<file path="src/rtl/nwr_resp.sv">
// rtl/nwr_resp.sv - NWRITE/NWRITE_R target: payload write port plus response beat
//
// Accepts HELLO-format NWRITE / NWRITE_R requests on the treq stream, forwards the
// payload beats to the user write port with incrementing addresses, drops anything
// else, and returns a single-beat response for NWRITE_R.
//
// Ports:
//   log_clk, log_rst_n             clock, asynchronous active-low reset
//   src_id, des_id                 local ID, expected requester ID (quasi-static)
//   treq_*                         request stream (tdata/tkeep/tuser/tlast, valid/ready)
//   tresp_*                        response stream, registered single beat
//   user_wr_*                      payload write port (combinational pass-through)
//   pkt_cnt_o, err_cnt_o           saturating accepted-request and error counters
module nwr_resp #(
  parameter int MAX_BEATS = 32
) (
  input  logic        log_clk,
  input  logic        log_rst_n,
  input  logic [15:0] src_id,
  input  logic [15:0] des_id,
  input  logic        treq_tvalid_in,
  output logic        treq_tready_o,
  input  logic [63:0] treq_tdata_in,
  input  logic [7:0]  treq_tkeep_in,
  input  logic [31:0] treq_tuser_in,
  input  logic        treq_tlast_in,
  input  logic        tresp_tready_in,
  output logic        tresp_tvalid_o,
  output logic        tresp_tlast_o,
  output logic [63:0] tresp_tdata_o,
  output logic [7:0]  tresp_tkeep_o,
  output logic [31:0] tresp_tuser_o,
  output logic        user_wr_valid_o,
  input  logic        user_wr_ready_in,
  output logic [33:0] user_wr_addr_o,
  output logic [63:0] user_wr_data_o,
  output logic [7:0]  user_wr_keep_o,
  output logic        user_wr_last_o,
  output logic [15:0] pkt_cnt_o,
  output logic [15:0] err_cnt_o
);

  typedef enum logic [1:0] {IDLE, DATA, DROP, RESP} state_t;
  state_t state;

  logic [7:0]  tid_q;
  logic [3:0]  ttype_q;
  logic [1:0]  prio_q;
  logic        crf_q;
  logic [7:0]  size_q;
  logic [33:0] addr_q;
  logic [15:0] req_id_q;
  logic [15:0] beat_q;

  // Header fields straight off the incoming beat (only meaningful in IDLE).
  logic [3:0] in_ftype, in_ttype;
  logic       is_nwr, is_nwr_r;
  assign in_ftype = treq_tdata_in[55:52];
  assign in_ttype = treq_tdata_in[51:48];
  assign is_nwr   = (in_ftype == 4'h5) && ((in_ttype == 4'h4) || (in_ttype == 4'h5));
  assign is_nwr_r = (in_ftype == 4'h5) && (in_ttype == 4'h5);

  // Length check done on the closing beat: beats seen so far including this one.
  logic        beat_over;
  logic [16:0] beats_now, beats_exp;
  logic        len_err;
  assign beat_over = beat_q >= 16'(MAX_BEATS);
  assign beats_now = {1'b0, beat_q} + 17'd1;
  assign beats_exp = {12'd0, size_q[7:3]} + 17'd1;
  assign len_err   = (beats_now != beats_exp) || (beats_now > 17'(MAX_BEATS));

  logic accept;
  assign accept = treq_tvalid_in && treq_tready_o;

  logic unused_ok;
  assign unused_ok = ^{des_id, treq_tuser_in[15:0]};

  always_comb begin
    treq_tready_o   = 1'b0;
    user_wr_valid_o = 1'b0;
    user_wr_addr_o  = '0;
    user_wr_data_o  = '0;
    user_wr_keep_o  = '0;
    user_wr_last_o  = 1'b0;
    case (state)
      IDLE: treq_tready_o = log_rst_n;  // held low while reset is asserted
      DATA: begin
        // Beats past MAX_BEATS are swallowed without reaching the user port.
        treq_tready_o   = beat_over ? 1'b1 : user_wr_ready_in;
        user_wr_valid_o = treq_tvalid_in && !beat_over;
        user_wr_addr_o  = addr_q + 34'({beat_q, 3'b000});
        user_wr_data_o  = treq_tdata_in;
        user_wr_keep_o  = treq_tkeep_in;
        user_wr_last_o  = treq_tlast_in;
      end
      DROP:    treq_tready_o = 1'b1;
      default: treq_tready_o = 1'b0;
    endcase
  end

  // Per-cycle events derived from the current state and handshake.
  logic to_resp, resp_err, err_inc, pkt_inc;
  always_comb begin
    to_resp  = 1'b0;
    resp_err = 1'b0;
    err_inc  = 1'b0;
    pkt_inc  = 1'b0;
    case (state)
      IDLE: if (accept) begin
        err_inc = treq_tlast_in || !is_nwr;
        if (treq_tlast_in && is_nwr_r) begin
          to_resp  = 1'b1;
          resp_err = 1'b1;
        end
      end
      DATA: if (accept && treq_tlast_in) begin
        err_inc  = len_err;
        pkt_inc  = !len_err;
        to_resp  = (ttype_q == 4'h5);
        resp_err = len_err;
      end
      DROP: if (accept && treq_tlast_in) begin
        to_resp  = (ttype_q == 4'h5);
        resp_err = 1'b1;
      end
      default: ;
    endcase
  end

  // Response built from the live header when answering straight from IDLE.
  logic [7:0]  r_tid;
  logic [1:0]  r_prio, r_prio_up;
  logic        r_crf;
  logic [15:0] r_req;
  assign r_tid     = (state == IDLE) ? treq_tdata_in[63:56] : tid_q;
  assign r_prio    = (state == IDLE) ? treq_tdata_in[46:45] : prio_q;
  assign r_crf     = (state == IDLE) ? treq_tdata_in[44]    : crf_q;
  assign r_req     = (state == IDLE) ? treq_tuser_in[31:16] : req_id_q;
  assign r_prio_up = (r_prio == 2'd3) ? 2'd3 : r_prio + 2'd1;

  always_ff @(posedge log_clk or negedge log_rst_n) begin
    if (!log_rst_n) begin
      state          <= IDLE;
      tid_q          <= '0;
      ttype_q        <= '0;
      prio_q         <= '0;
      crf_q          <= 1'b0;
      size_q         <= '0;
      addr_q         <= '0;
      req_id_q       <= '0;
      beat_q         <= '0;
      tresp_tvalid_o <= 1'b0;
      tresp_tlast_o  <= 1'b0;
      tresp_tdata_o  <= '0;
      tresp_tkeep_o  <= '0;
      tresp_tuser_o  <= '0;
      pkt_cnt_o      <= '0;
      err_cnt_o      <= '0;
    end else begin
      if (err_inc && err_cnt_o != 16'hFFFF) err_cnt_o <= err_cnt_o + 16'd1;
      if (pkt_inc && pkt_cnt_o != 16'hFFFF) pkt_cnt_o <= pkt_cnt_o + 16'd1;
      if (to_resp) begin
        tresp_tvalid_o <= 1'b1;
        tresp_tlast_o  <= 1'b1;
        tresp_tkeep_o  <= 8'hFF;
        tresp_tdata_o  <= {r_tid, 4'hD, 4'h0, 1'b0, r_prio_up, r_crf, 8'h00,
                           (resp_err ? 4'h7 : 4'h0), 32'h0};
        tresp_tuser_o  <= {src_id, r_req};
      end
      case (state)
        IDLE: if (accept) begin
          tid_q    <= treq_tdata_in[63:56];
          ttype_q  <= in_ttype;
          prio_q   <= treq_tdata_in[46:45];
          crf_q    <= treq_tdata_in[44];
          size_q   <= treq_tdata_in[43:36];
          addr_q   <= treq_tdata_in[33:0];
          req_id_q <= treq_tuser_in[31:16];
          beat_q   <= '0;
          if (to_resp)             state <= RESP;
          else if (!treq_tlast_in) state <= is_nwr ? DATA : DROP;
        end
        DATA: if (accept) begin
          if (beat_q != 16'hFFFF) beat_q <= beat_q + 16'd1;
          if (treq_tlast_in) state <= to_resp ? RESP : IDLE;
        end
        DROP: if (accept && treq_tlast_in) state <= to_resp ? RESP : IDLE;
        RESP: if (tresp_tready_in) begin
          state          <= IDLE;
          tresp_tvalid_o <= 1'b0;
          tresp_tlast_o  <= 1'b0;
          tresp_tkeep_o  <= '0;
          tresp_tdata_o  <= '0;
          tresp_tuser_o  <= '0;
        end
        default: state <= IDLE;
      endcase
    end
  end

endmodule

</file>
<file path="config.mk">
export PLATFORM = sky130hd
export DESIGN_NAME = nwr_resp
export DESIGN_NICKNAME = d
export VERILOG_FILES = /design/src/rtl/nwr_resp.sv
export SDC_FILE = /design/constraint.sdc
export NUM_CORES = 1
export LEC_CHECK = 0
export ABC_AREA = 1
export BUFFER_PORTS_ARGS = -buffer_cell sky130_fd_sc_hd__buf_2
export CAP_MARGIN = 25
export CORE_UTILIZATION = 26
export DETAILED_ROUTE_END_ITERATION = 10
export PLACE_DENSITY = 0.56
export SETUP_SLACK_MARGIN = 0.02
export SLEW_MARGIN = 5
export SYNTH_ARGS = -nofsm -noshare
export SYNTH_HDL_FRONTEND = slang
export SYNTH_SLANG_ARGS = --single-unit
</file>
<file path="constraint.sdc">
create_clock -name log_clk -period 7.9 [get_ports log_clk]
set_clock_uncertainty 0.2 [all_clocks]
set_input_delay 1.58 -clock log_clk [delete_from_list [all_inputs] [get_ports log_clk]]
set_output_delay 1.58 -clock log_clk [all_outputs]
set_load 0.03 [all_outputs]
</file>
# Word level (Yosys, flattened, before mapping)
# Index checks and enable logic that the tools add are counted.
# W data, S select, Z words.
word_totals:
  regBits: 229
  latchBits: 0
  ram_bits: 0
  mem_bits_ro: 0
  inputBits: 142
  output_inout_bits: 247
  elab_cells: 117
  memories: 0
classes:
  add_sub_neg: 7
  multipliers: 0
  div: 0
  order_cmp: 2
  eq_ne: 19
  shift: 0
  n_mux: 53
  bitwise_logic: 0
  n_reduce_logical: 20
op_table:
  columns: ["operator", "n"]
  rows:
  - ["$mux W64", 4]
  - ["$mux W32", 3]
  - ["$mux W16", 4]
  - ["$add A16 B1 Y16 const B", 3]
  - ["$ne A16 B16 Y1 const B", 3]
  - ["$mux W8", 5]
  - ["$add A34 B19 Y34", 1]
  - ["$mux W34", 1]
  - ["$pmux W16 S2", 1]
  - ["$mux W2", 11]
  - ["$mux W1", 18]
  - ["$add A16 B1 Y17 const B", 1]
  - ["$gt A17 B6 Y1 const B", 1]
  - ["$ne A17 B6 Y1", 1]
  - ["$eq A4 B3 Y1 const B", 4]
  - ["$ge A16 B6 Y1 const B", 1]
  - ["$ne A2 B2 Y1 const B", 6]
  - ["$logic_and A1 B1 Y1", 8]
  - ["$pmux W2 S4", 1]
  - ["$add A5 B1 Y6 const B", 1]
  - ["$eq A2 B2 Y1 const B", 3]
  - ["$pmux W1 S3", 2]
  - ["$reduce_and A6 Y1", 1]
  - ["$pmux W1 S2", 2]
  - ["11 further kinds", 15]

# Longest topological paths before layout
logic_depth:
  depth_word: 11
  depth_mapped: 18
  ltp_nobuf: 17

# Worst setup path before layout
# No wires, ideal clock.
synth_path:
  path_kind: "reg-to-output"
  start: "register beat_q[0]"
  end: "output user_wr_addr_o[23]"
  arrival_ns: 2.282
  required_ns: 6.120
  slack_ns: 3.838
  path_stages_with_launch: 13
  path_buffers: 0
  path_cell_list: "dfrtp_1 > ha_1 > fa_1 > nand3_1 > nand2_1 > nand2_1 > nand2_1 > a21o_1 > nand2_1 > nand2_1 > nand2_1 > o21ai_0 > a21oi_1"
synth_via:
  elab_chain_len: 2
synth_lines:
  columns: ["item", "line", "rtl"]
  rows:
  - ["from (decl)", "53", "logic [15:0] beat_q;"]
  - ["from (signal assigned)", "184", "if (beat_q != 16'hFFFF) beat_q <= beat_q + 16'd1;"]
  - ["$add A34 B19 Y34", "91", "user_wr_addr_o = addr_q + 34'({beat_q, 3'b000});"]
  - ["$mux W34", "85", "case (state)"]
  - ["to (decl)", "35", "output logic [33:0] user_wr_addr_o,"]
# Every way passes these cells.

# Final worst setup path
# Ends and elaborated chain as after synthesis.

==> results.cfg <==
[power_and_ir_drop]
power_mw = 4.334
leakage_nw = 8.872
p_per_area_nw_per_um2 = 280.5
ir_drop_uv = 138.0

[synth]
synth_xor_area_share_pct = 2.805
ys_async_sr_fraction_pct = 100.0
synth_fa_ha_area_share_pct = 2.938
synth_top_area_share_pct = 46.44
synthFlopType = dfrtp_1
yosysTopAreaCell = dfrtp_1
yosys_register_bits = 226
synth-simple-area-share_pct = 27.04
synth-compound-area-share_pct = 11.15
netlist_area_sq_um = 12180
synth_area_leaders = dfrtp_1, nand2_1, inv_1, o21ai_0, nor2_1
synth_edf_count = 0
synth_cell_types = 40
syn_avg_cell_area_sq_um = 7.341
yosys_warnings = 0
synth_top_family_by_area = simple AND/OR/NAND/NOR gates
synthMuxAreaShare_pct = 0
seq_area_frac_synth_pct = 46.44
synth_nets = 1829
netlist_instances = 1659

[die]
die_area_sq_um = 47710
core_sq_um = 45770
die_y_um = 218.4
io_pins = 389
die_w_um = 218.4
start_util_pct = 26.61
num_rows = 78

[drt]
wl_um = 36610
drt_iter0_markers = 712
first_pass_iters = 5
wl_per_cell_um = 14.04
route.detailed.drc = 0
drtAntennaViolNets = 0
num_vias = 11533
vias_per_cell = 4.424

[final_layout]
layout-drive-gt1-share_pct = 21.82
diodes = 0
final_util_pct = 33.76
final_cell_mix = nand2_1, buf_2, dfrtp_1, inv_1, nor2_1
nets = 2156
area.growth.synth_to_final_pct = 26.88
final_common_cell = nand2_1

[global_route]
track_usage_pct = 15.12
grt_pass1_vias = 11007
grt_max_degree = 105
antenna_found_initial = 0
overflow = 0
grt_pass1_wl_um = 58370

[clock_network]
cts_root_buffer = clkbuf_16
clock-sinks = 226
cts_tree = built
cts_hold_buffers = 0
clockBufferDepth = 3
cts_buffers = 28
postCtsSetupRepairBufs = 0
cts_resized = 0
htree_levels = 1
clk_latency_ns = 0.56
path_clk_slew_ns = 0.06

[timing]
max_freq_mhz = 194.8
relSlewSlack_pct = 32.87
slew_viol_final = 0
finalWorstSetupSlack_ns = 2.768
worst_pin_slew_ns = 1.002
hold_viol = 0
setup_viol = 0
fin_tns_setup_ns = 0
fin_crit_ns = 5.132
min_period_over_period_pct = 64.97
rsz0062_at_grt = false

[worst_setup_path]
crit_required_ns = 6.12
arrival_ns = 3.35
crit_path_max_incr_delay_ns = 0.57
crit_slowest_cell = dfrtp_1
start_kind = register
crit_type = reg -> out
cp-end-kind = output port
crit_chain = ha_1, fa_1, nand3_1, nand2_1, nand2_1, nand2_1, a21o_1, nand2_1, nand2_1, nand2_1, o21ai_0, a21oi_1, buf_2
crit_path_frequent_cell = nand2_1
critPathBufInv = 1
crit_fanout = 12
critPathTopFamily = adder cells

[place]
portBuffers = 356
dp_slack_ns = 2.906
place.gp.congestion = 0.8422
dpl.hpwl_um = 26180

[hold_path]
hp-class = reg -> reg

[outcome]
status = complete, no violations

[flow_run]
maxCapViolCount = 0
## power by group
part / total, mW / internal (mW) / switching, mW
clock network: 1.24 / 0.717 / 0.521
logic: 1.43 / 0.429 / 1.00
registers: 1.66 / 1.47 / 0.191
## final cells by class
cell class	instances	area (sq um)
well taps	600	750.7
multi-input cells	1137	5388
inverters	226	848.3
repair buffers	367	1922
clock inverters	10	67.56
clock buffers	41	819.5
fillers	4885	30320
flip-flops and latches	226	5655
## per-layer routing
layer / wire length [um] / global-route usage, % / part of all wire [%]
met5: 0 / 0 / 0
met4: 838 / 4.312 / 2.3
met3: 2048 / 2.408 / 5.6
met1: 16950 / 20.07 / 46
met2: 16770 / 25.22 / 46
## per-stage QoR
stage | cell area [sq um] | instances | hold WS [ns]
4_1_cts | 15400 | 2605 | 0.2809
6_report | 15450 | 2607 | 0.2775
3_5_place_dp | 14510 | 2554 | 0.2676
5_1_grt | 15450 | 2607 | 0.3041
2_1_floorplan | 12180 | 1659 | 0.2422
3_3_place_gp | 14490 | 2553 | 0.2573
## Yosys cell counts, types with 3 or more instances
cell,n
buf_1,5
nand2_1,493
o22ai_1,8
xnor2_1,17
xor2_1,22
nor2_2,3
and3_1,3
nor4_1,4
o21ai_1,15
buf_4,4
nand4_1,19
buf_2,15
nand3_1,67
ha_1,27
nor3_1,17
a21oi_1,70
inv_1,224
nand2_2,8
nor2_1,179
clkbuf_1,42
dfrtp_1,226
o21ai_0,164
## path summary, 6_finish.rpt
kind / endpoint / startpoint / slack (ns) / cells past startpoint
max: user_wr_addr_o[23] / beat_q[0] / 2.77 / 13
min: addr_q[9] / addr_q[9] / 0.28 / 2
max reg2reg: tresp_tuser_o[8] / state[0] / 4.24 / 13
min reg2reg: addr_q[9] / addr_q[9] / 0.28 / 2
max in group asynchronous: err_cnt_o[5] / log_rst_n / 5.20 / 2
min in group asynchronous: tresp_tdata_o[38] / log_rst_n / 0.85 / 1
## worst min-delay path, cell delays in order (launching register included)
cell and delay (ns):
dfrtp_1 0.34, nand2_1 0.05, nand2_1 0.05
## logic make-up (layout without fill, tap and decap cells)
logic type                 count (synthesis)  after routing
and+or+nand+nor                          805            805
buffers and inverters                    296            644
AOI/OAI and AO/OA                        265            265
DFF                                      226            226
xor gates and xnor gates                  39             39
adders and majority gates                 28             28
## state kept, by name (all words and copies together) (netlist names)
| register | cells |
|---|---|
| beat_q | 16 |
| size_q | 5 |
| pkt_cnt_o | 16 |
| tresp_tkeep_o | 8 |
| tresp_tdata_o | 64 |
| tresp_tuser_o | 32 |
| crf_q | 1 |
| ttype_q | 4 |
| addr_q | 34 |
| tid_q | 8 |
| req_id_q | 16 |
| prio_q | 2 |
| tresp_tlast_o | 1 |
| state | 2 |
| err_cnt_o | 16 |
| tresp_tvalid_o | 1 |
No activity file was read; power rests on OpenSTA's default activity.
